`config.mk`:
```
export PLATFORM = sky130hd
export DESIGN_NAME = char_display_sequencer
export DESIGN_NICKNAME = d
export VERILOG_FILES = /design/src/rtl/italos_pkg.sv /design/src/rtl/char_fifo.sv /design/src/rtl/char_display_sequencer.sv
export SDC_FILE = /design/constraint.sdc
export NUM_CORES = 1
export LEC_CHECK = 0
export ABC_AREA = 1
export CORE_MARGIN = 5
export CORE_UTILIZATION = 40
export DETAILED_ROUTE_END_ITERATION = 7
export GPL_TIMING_DRIVEN = 0
export PLACE_DENSITY_LB_ADDON = 0.3
export SLEW_MARGIN = 15
export SYNTH_ARGS = -nofsm -noshare
export SYNTH_HDL_FRONTEND = slang
export SYNTH_SLANG_ARGS = --single-unit
```
`constraint.sdc`:
```
create_clock -name Pixelclock -period 2.45 [get_ports Pixelclock]
set_input_delay 0.49 -clock Pixelclock [delete_from_list [all_inputs] [get_ports Pixelclock]]
set_output_delay 0.49 -clock Pixelclock [all_outputs]
set_load 0.02 [all_outputs]
```
`src/rtl/italos_pkg.sv`:
```
// italos_pkg: shared scan-code constants, FSM state types and glyph lookup for the iTalos video path.
package italos_pkg;

    localparam logic [7:0] KC_F       = 8'h2B;
    localparam logic [7:0] KC_Q       = 8'h15;
    localparam logic [7:0] KC_H       = 8'h33;
    localparam logic [7:0] KC_X       = 8'h22;
    localparam logic [7:0] KC_BREAK   = 8'hF0;
    localparam logic [7:0] KC_EXT     = 8'hE0;
    localparam logic [7:0] CHAR_BLANK = 8'h00;

    typedef enum logic [1:0] {P_NORM, P_BRK, P_EXT, P_EXTBRK} parser_state_t;
    typedef enum logic [1:0] {D_IDLE, D_SHOW, D_GAP} disp_state_t;

    function automatic logic is_glyph(input logic [7:0] c);
        return c == KC_F || c == KC_Q || c == KC_H || c == KC_X;
    endfunction

endpackage

```
`src/rtl/char_fifo.sv`:
```
// char_fifo: synchronous show-ahead FIFO.
// Ports: Pixelclock/reset (async, active-high); push/din write, pop reads dout (head, combinational);
// full/empty flags; count = occupancy. A push while full is taken only if a pop happens in the same cycle.
module char_fifo #(
    parameter int WIDTH = 8,
    parameter int DEPTH = 4
) (
    input  logic                     Pixelclock,
    input  logic                     reset,
    input  logic                     push,
    input  logic                     pop,
    input  logic [WIDTH-1:0]         din,
    output logic [WIDTH-1:0]         dout,
    output logic                     full,
    output logic                     empty,
    output logic [$clog2(DEPTH):0]   count
);
    localparam int AW = $clog2(DEPTH);
    localparam int CW = AW + 1;

    logic [WIDTH-1:0] mem [DEPTH];
    logic [AW-1:0]    wptr, rptr;
    logic             wr, rd;

    assign rd    = pop && !empty;
    assign wr    = push && (!full || rd);
    assign full  = count == CW'(DEPTH);
    assign empty = count == '0;
    assign dout  = mem[rptr];

    // Pointers wrap naturally because DEPTH is a power of two.
    always_ff @(posedge Pixelclock or posedge reset)
        if (reset) begin
            wptr  <= '0;
            rptr  <= '0;
            count <= '0;
        end else begin
            if (wr) wptr <= wptr + 1'b1;
            if (rd) rptr <= rptr + 1'b1;
            count <= count + CW'(wr) - CW'(rd);
        end

    always_ff @(posedge Pixelclock)
        if (wr) mem[wptr] <= din;

endmodule

```
`src/rtl/char_display_sequencer.sv`:
```
// char_display_sequencer: parses PS/2 scan codes, queues glyphs and shows each for HOLD_FRAMES frames then a GAP_FRAMES blank.
// Ports: Pixelclock, reset (async, active-high); key_code/key_valid scan-code byte strobe; frame_start frame strobe;
// character = glyph to mask generator (00 blank); busy = display active or queue non-empty; overflow = sticky drop flag;
// fifo_count = queue occupancy. Optional macro CHAR_SEQ_REPEAT_FILTER_EN suppresses typematic repeats of the held key.
import italos_pkg::*;

module char_display_sequencer #(
    parameter int FIFO_DEPTH  = 4,
    parameter int HOLD_FRAMES = 60,
    parameter int GAP_FRAMES  = 6
) (
    input  logic                         Pixelclock,
    input  logic                         reset,
    input  logic [7:0]                   key_code,
    input  logic                         key_valid,
    input  logic                         frame_start,
    output logic [7:0]                   character,
    output logic                         busy,
    output logic                         overflow,
    output logic [$clog2(FIFO_DEPTH):0]  fifo_count
);
    localparam int CW = $clog2(FIFO_DEPTH) + 1;

    parser_state_t p, p_nxt;
    disp_state_t   d, d_nxt;
    logic [7:0]    fcnt, fcnt_nxt, char_nxt, head;
    logic          push, pop, full, empty, accept, repeat_hit, busy_nxt;
    logic [CW-1:0] count_nxt;

`ifdef CHAR_SEQ_REPEAT_FILTER_EN
    logic [7:0] held, held_nxt;

    assign repeat_hit = key_code == held;

    always_comb begin
        held_nxt = held;
        if (key_valid && p == P_NORM && is_glyph(key_code) && !repeat_hit) held_nxt = key_code;
        if (key_valid && p == P_BRK && key_code == held) held_nxt = CHAR_BLANK;
    end

    always_ff @(posedge Pixelclock or posedge reset)
        if (reset) held <= CHAR_BLANK;
        else held <= held_nxt;
`else
    assign repeat_hit = 1'b0;
`endif

    always_comb begin
        p_nxt = p;
        push  = 1'b0;
        if (key_valid)
            case (p)
                P_NORM: begin
                    p_nxt = key_code == KC_BREAK ? P_BRK : key_code == KC_EXT ? P_EXT : P_NORM;
                    push  = is_glyph(key_code) && !repeat_hit;
                end
                P_EXT:   p_nxt = key_code == KC_BREAK ? P_EXTBRK : P_NORM;
                default: p_nxt = P_NORM;
            endcase
    end

    always_comb begin
        d_nxt    = d;
        fcnt_nxt = fcnt;
        char_nxt = character;
        pop      = 1'b0;
        if (frame_start)
            case (d)
                D_IDLE:
                    if (!empty) begin
                        pop      = 1'b1;
                        char_nxt = head;
                        fcnt_nxt = '0;
                        d_nxt    = D_SHOW;
                    end
                D_SHOW:
                    if (fcnt == 8'(HOLD_FRAMES - 1)) begin
                        char_nxt = CHAR_BLANK;
                        fcnt_nxt = '0;
                        d_nxt    = D_GAP;
                    end else fcnt_nxt = fcnt + 8'd1;
                D_GAP:
                    if (fcnt == 8'(GAP_FRAMES - 1)) d_nxt = D_IDLE;
                    else fcnt_nxt = fcnt + 8'd1;
                default: d_nxt = D_IDLE;
            endcase
    end

    // busy is registered from next-state values so it tracks fifo_count and the FSM in the same cycle.
    assign accept    = push && (!full || pop);
    assign count_nxt = fifo_count + CW'(accept) - CW'(pop);
    assign busy_nxt  = d_nxt != D_IDLE || count_nxt != '0;

    always_ff @(posedge Pixelclock or posedge reset)
        if (reset) begin
            p         <= P_NORM;
            d         <= D_IDLE;
            fcnt      <= '0;
            character <= CHAR_BLANK;
            busy      <= 1'b0;
            overflow  <= 1'b0;
        end else begin
            p         <= p_nxt;
            d         <= d_nxt;
            fcnt      <= fcnt_nxt;
            character <= char_nxt;
            busy      <= busy_nxt;
            if (push && !accept) overflow <= 1'b1;
        end

    char_fifo #(.WIDTH(8), .DEPTH(FIFO_DEPTH)) u_fifo (
        .Pixelclock (Pixelclock),
        .reset      (reset),
        .push       (push),
        .pop        (pop),
        .din        (key_code),
        .dout       (head),
        .full       (full),
        .empty      (empty),
        .count      (fifo_count)
    );

endmodule

```
==> flow_metrics.tcl, run 1 <==
set metrics [dict create \
    status "complete, no violations" \
    power.density_nw_per_um2 1030 \
    crit_type "in -> reg" \
    finalWirelength_um 6110 \
    cts_made_buffers 9 \
    diodes 0 \
    numPortBuffers 24 \
    arrival_ns 2.21 \
    synth.area.top_cells "edfxtp_1 (31%), dfrtp_1 (23%), nand2_1 (9.4%), ha_1 (5.6%), inv_1 (4.6%)" \
    r2r-start "d[1]" \
    dr_total_vias 2304 \
    leakagePower_nw 1.68 \
    fillCellCount 696 \
    path_buf_inv 3 \
    max_freq_ghz 0.445 \
    die_x_um 98.2 \
    insertion_delay_ns 0.33 \
    multi_input_area_sq_um 1230 \
    cts-root-buf "clkbuf_8" \
    cts.sinks 61 \
    setup-tns-final_ns 0 \
    globalplace.congestion 0.784 \
    antenna_found_initial 0 \
    startpoint_type "input port" \
    holdCritPathClass "in -> reg" \
    setup_slack_ns 0.204 \
    syn2layout_area_growth_pct 21.3 \
    routed.top_layer "met4" \
    tightestPinTransition_ns 0.787 \
    critPathMaxFanout 8 \
    drtPass1Iterations 4 \
    relSlewSlack_pct 47.3 \
    synthCells 339 \
    ys_seq_area_share_pct 54.2 \
    die_h_um 98.2 \
    io_pins 25 \
    overflow 0 \
    grt_first_pass_wirelength_um 10300 \
    rows 32 \
    via_per_inst 4.75 \
    clock_skew_ns 0.00761 \
    max-vdd-ir-drop_mv 0.400 \
    drtAntennaViolNets 0 \
    crit_family "buffers and inverters" \
    nets 406 \
    synth_nets 367 \
    design.core.area_sq_um 7650 \
    synth_area_sq_um 3110 \
    path_cells "clkdlybuf4s50_1 > inv_1 > a21oi_2 > nand3_2 > buf_4 > nor2_1" \
    post-route-drc-count 0 \
    critPathMaxStageDelay_ns 0.60 \
    cp.required_ns 2.41 \
    final-instance-count-excl-fill 485 \
    netlist.area_leader.share_pct 30.9 \
    synth_area_leader_cell "edfxtp_1" \
    min_from "key_code[0]" \
    hold_violations 0 \
    initial_core_util_pct 40.7 \
    synth_seq_cells 61 \
    wl_met1_um 2740 \
    min_period_ns 2.25 \
    dp_hpwl_um 4300 \
    drive_above_1_share_pct 14.6 \
    fin_crit_sh_pct 91.7 \
    avgSynthCellArea_sq_um 9.19 \
    routedWlPerCell_um 12.6 \
    register_area_sq_um 1690 \
    grt_usage_pct 13.4 \
    numPlacedInstances 465 \
    holdWs_ns 0.468 \
    cp-startpoint "key_code[1]" \
    dieArea_sq_um 9650 \
    path_clk_slew_ns 0.06 \
    met3RoutedLength_um 262 \
    setup_viol_count_final 0 \
    met2_length_um 3050 \
    clockBufferDepth 2 \
    grt_setup_unrepaired "false" \
    critPathCaptureType "flip-flop" \
    synth_warnings 0 \
    drv_cap 0 \
    drtIter0Drc 122 \
    ys_types 30 \
    dp_slack_ns -0.679 \
    grt_max_degree 30 \
    final-max-slew-violation-count 0 \
    grt_pass1_vias 2211 \
    cts_tree "built" \
    post_dp_cell_area_sq_um 3480 \
    fin_area_sq_um 3780 \
    cts_max_level 3 \
    slowest_stage "nor2_1" \
]
synthesized netlist by cell type:
cell type	instances
nand3_1	25
xor2_1	4
nor2_1	35
o21bai_1	2
clkbuf_1	2
buf_6	1
o22ai_1	1
o21ai_0	19
a21oi_2	1
edfxtp_1	32
o21ai_2	8
inv_1	38
nand4_1	4
nor3_1	1
a21boi_1	2
nand2_2	3
fa_1	2
o21ai_1	6
nand2_1	78
nor2_2	2
clkinv_1	1
inv_2	9
nor2_4	1
buf_2	3
nand3_2	1
xnor2_1	1
ha_1	14
nand3_4	1
a21oi_1	13
dfrtp_1	29
placed cells by master, fill, tap and decap left out, types with 2 or more instances in the layout:
cell             Yosys  routed
nand2_1             78      77
inv_1               38      36
nand2_2              3       4
o21ai_1              6       6
bufinv_16            0       3
o21ai_2              8       8
o21ai_0             19      19
a21boi_1             2       2
nor2_1              35      34
dfrtp_1             29      29
xor2_1               4       4
fa_1                 2       2
nand4_1              4       4
a21oi_1             13      12
nor2_2               2       2
ha_1                14      13
clkdlybuf4s50_1      0      17
edfxtp_1            32      32
clkinv_1             1       2
clkbuf_8             0       9
nand3_1             25      24
buf_4                0       4
inv_2                9      11
o21bai_1             2       2
a21oi_2              1       2
nor2_4               1       2
clkbuf_1             2       3
dlymetal6s2s_1       0       5
nand3_2              1       2
buf_2                3       3
logic make-up after synthesis:
| group | synth area share [%] |
|---|---|
| AND/OR/NAND/NOR | 20.9 |
| flip-flops | 54.2 |
| buffers and inverters | 6.87 |
| AO/OA/AOI/OAI | 9.80 |
| adder cells (fa/ha/maj) | 6.91 |
| XOR/XNOR | 1.41 |
state kept, by name, summed over array words and instances (netlist names), 2 cells and up:
| signal | flops |
|---|---|
| u_fifo.rptr | 2 |
| fcnt | 8 |
| p | 2 |
| d | 2 |
| u_fifo.wptr | 2 |
| character | 8 |
| u_fifo.mem | 32 |
| u_fifo.count | 3 |
worst paths after layout:
kind	to	slack (ns)	cells past startpoint
max	u_fifo.mem[0][5]	0.20	6
max reg2reg	busy	0.23	12
min	u_fifo.mem[0][0]	0.47	1
max in group asynchronous	character[0]	1.48	2
min reg2reg	character[7]	0.48	2
min in group asynchronous	overflow	0.56	2
metrics by stage:
| stage | total power [mW] | util (%) |
|---|---|---|
| 3_3_place_gp | 2.78 | 45.5 |
| 6_report | 3.89 | 49.4 |
| 2_1_floorplan | 2.33 | - |
| 5_1_grt | 4.19 | 49.4 |
| 3_5_place_dp | 2.82 | 45.5 |
| 4_1_cts | 3.90 | 48.9 |
power breakdown:
group | internal, mW | leakage (nW) | switching, mW
clock network | 0.676 | 0.115 | 0.396
logic | 0.567 | 0.906 | 0.874
registers | 1.25 | 0.663 | 0.128
total | 2.49 | 1.68 | 1.40
layer usage:
layer	vias up	global-route usage, %
li1	1185	-
met1	1064	16.7
met2	48	22.2
met3	7	3.00
met4	0	6.30
met5	-	0
cell type report:
type	instances	area share, %
inverters	48	4.77
well taps	102	3.38
clock inverters	6	2.91
clock buffers	10	3.38
multi-input cells	224	32.7
plain buffers	6	0.894
flip-flops and latches	61	44.7
repair buffers	28	7.32
what timing repair did:
action,4_1_cts,5_1_grt
buffers inserted,2,2
hold buffers,0,0
pin swaps,1,1
gates resized for setup,3,13
endpoints found under the setup margin,33,33
(Power assumes the default switching activity.)
==> inputs of run 2 (changes only) <==
SYNTH_HIERARCHICAL = 1   (was default)
==> flow_metrics.tcl, run 2 <==
set metrics [dict create \
    status "complete, but fails checks" \
    violations "setup timing" \
    combPwrFrac_pct 42.5 \
    r2r.worst_path.cells 13 \
    setup_slack_ns -0.153 \
    ys_types 36 \
    die_h_um 99.4 \
    fin_crit_sh_pct 106 \
    max_freq_ghz 0.384 \
    cts_made_buffers 9 \
    post-route-drc-count 0 \
    cts-root-buf "clkbuf_8" \
    ys_seq_area_share_pct 52.7 \
    final-max-slew-violation-count 0 \
    final_cell_mix "nand2_1 (85), inv_1 (52), edfxtp_1 (32)" \
    synth_nets 366 \
    grt_pass1_vias 2294 \
    critPathMaxFanout 2 \
    critPathCaptureType "flip-flop" \
    power_frac_seq_pct 35.2 \
    io_pins 25 \
    path_cells "or3_4 > nor2_4 > nand3_2 > a21oi_4 > nand2_1 > ha_1 > inv_1 > ha_2 > fa_1 > nor2_1 > nand3_1 > a21oi_2 > nand2_1" \
    startpoint_type "flip-flop" \
    cts.sinks 61 \
    synth_most_common_cell "nand2_1" \
    ys_top_cells_by_count "nand2_1 (86), inv_1 (55), edfxtp_1 (32)" \
    synth_warnings 6 \
    cts_max_level 3 \
    avgSynthCellArea_sq_um 9.44 \
    p_switching_mw 1.46 \
    cp-startpoint "p[1]" \
    slowest_stage "fa_1" \
    diodes 0 \
    relSlewSlack_pct 36.1 \
    grt_usage_pct 14.0 \
    min_period_ns 2.60 \
    netlist.area_leader.share_pct 30.0 \
    power.density_nw_per_um2 1010 \
    numPortBuffers 24 \
    top_regs "u_fifo/mem x32, character x8, fcnt x8" \
    via_per_inst 4.78 \
    routedWlPerCell_um 13.0 \
    tightestPinTransition_ns 0.957 \
    leakagePower_nw 1.72 \
    synth_seq_cells 61 \
    dp_slack_ns -1.01 \
    arrival_ns 2.82 \
    drtPass1Iterations 4 \
    post_dp_cell_area_sq_um 3580 \
    crit_type "reg -> reg" \
    cp.required_ns 2.67 \
    reg2reg_slack_ns -0.15 \
    synth-edff-count 32 \
    top_register "u_fifo/mem" \
    grt_first_pass_wirelength_um 10800 \
    fin_area_sq_um 3840 \
    largest_reg_flops 32 \
    holdCritPathClass "in -> reg" \
    grt_max_degree 23 \
    p_int_mw 2.43 \
    dp_hpwl_um 4380 \
    design.core.area_sq_um 7770 \
    r2r-start "p[1]" \
    dr_total_vias 2330 \
    insertion_delay_ns 0.34 \
    drive_above_1_share_pct 16.1 \
    synth.area.top_cells "edfxtp_1 (30%), dfrtp_1 (23%), nand2_1 (10%), inv_1 (6.5%), ha_1 (5.1%)" \
    path_clk_slew_ns 0.07 \
    synth_area_leader_cell "edfxtp_1" \
    clock_skew_ns 0.0129 \
    setup_viol_count_final 1 \
    max-vdd-ir-drop_mv 0.337 \
    nets 407 \
    rows 32 \
    initial_core_util_pct 41.2 \
    overflow 0 \
    synthCells 339 \
    synthFlopType "edfxtp_1" \
    clkPwrFrac_pct 22.2 \
    synth-async-reset-ratio_pct 47.5 \
    antenna_found_initial 0 \
    die_x_um 99.4 \
    drtIter0Drc 122 \
    grt_setup_unrepaired "true" \
    switching_share_pct 37.6 \
    endpoint "busy" \
    final_common_cell "nand2_1" \
    r2r-end "busy" \
    hold_violations 0 \
    globalplace.congestion 0.816 \
    dieArea_sq_um 9890 \
    drtAntennaViolNets 0 \
    fillCellCount 750 \
    syn2layout_area_growth_pct 20.2 \
    clockBufferDepth 2 \
    cts_tree "built" \
    critPathMaxStageDelay_ns 0.42 \
    final-instance-count-excl-fill 487 \
    finalPower_mw 3.90 \
    drv_cap 0 \
    synth_area_sq_um 3200 \
    numPlacedInstances 465 \
    finalWirelength_um 6320 \
    critPathMostFrequentCell "nand2_1" \
]
==> run 2: cell count changes after synthesis, sizes merged, moves of 3 or more <==
cell and change:
nand4 -3, nor2 -17, nand3 -3, nand2 +13
o211ai +10, nand3b +5, o21ai -17, inv +9
==> run 2: per-layer routing <==
layer  part of all wire, %  up-vias  GRT usage (%)
li1                      -     1192              -
met1                    47     1079           17.5
met2                    47       45           22.6
met3                   3.9       14           4.49
met4                   1.6        0           5.67
met5                     0        -              0
==> run 2: logic make-up after synthesis <==
family / after synthesis / synth area share (%)
xor gates and xnor gates: 5 / 1.37
adders and majority gates: 15 / 6.34
DFF: 61 / 52.7
AOI/OAI and AO/OA: 47 / 9.97
and+or+nand+nor: 149 / 20.7
buffers and inverters: 62 / 8.92
==> run 2: cell type report <==
class | instances | area (sq um) | area share [%]
Clock buffer | 11 | 131 | 3.42
Timing Repair Buffer | 30 | 264 | 6.87
Inverter | 56 | 213 | 5.53
Sequential cell | 61 | 1690 | 43.9
Multi-Input combinational cell | 216 | 1290 | 33.5
Tap cell | 102 | 128 | 3.32
Buffer | 6 | 72.6 | 1.89
Clock inverter | 5 | 62.6 | 1.63
==> run 2: stage by stage <==
step	hold WS [ns]	setup TNS (ns)	util, %
after global placement	0.454	-20.32	46.1
after floorplan	0.293	-0.224	-
after CTS	0.406	-0.148	49.1
final	0.404	-0.153	49.5
after detailed placement	0.459	-21.39	46.1
after global routing	0.396	-0.342	49.5
==> run 2: critical path, delay by kind of cell, from the launching register on <==
family / cells / cell delay (ns)
flops: 1 / 0.38
compound gates: 2 / 0.27
buf+inv: 1 / 0.06
fa+ha+maj: 3 / 0.88
simple gates: 7 / 0.90
==> run 2: timing repair <==
action / in CTS / in global routing
hold buffers: 0 / 0
resized for setup: 25 / 11
buffers inserted: 3 / 3
pin swaps: 6 / 7
endpoints found under the setup margin: 35 / 34
==> run 2: worst min path at each step <==
stage | start | end | slack, ns | cells past startpoint
finish | key_code[6] | u_fifo/mem[3][6] | 0.40 | 1
global route | key_code[6] | u_fifo/mem[3][6] | 0.40 | 1
CTS | reset | u_fifo/wptr[1] | 0.41 | 2
detailed placement | character[6] | character[6] | 0.46 | 2
global placement | character[3] | character[3] | 0.45 | 2
floorplan | reset | u_fifo/count[0] | 0.29 | 1
==> run 2: power groups by stage <==
stage | Sequential [mW] | Clock [mW] | Combinational, mW
floorplan | 1.50 | 0 | 1.00
global placement | 1.39 | 0 | 1.56
detailed placement | 1.39 | 0 | 1.59
CTS | 1.37 | 0.892 | 1.64
global route | 1.40 | 0.945 | 1.87
finish | 1.37 | 0.866 | 1.66
==> inputs of run 3 (changes only) <==
--- a/constraint.sdc
+++ b/constraint.sdc
@@ -3,2 +3,2 @@
 set_output_delay 0.49 -clock Pixelclock [all_outputs]
-set_load 0.02 [all_outputs]
+set_load 0.01 [all_outputs]
==> results of run 3 <==
Same layout as run 2 (identical final DEF). Status: complete, but fails checks: setup timing.
Main changes from that run: total power 3.90 mW -> 3.82 mW
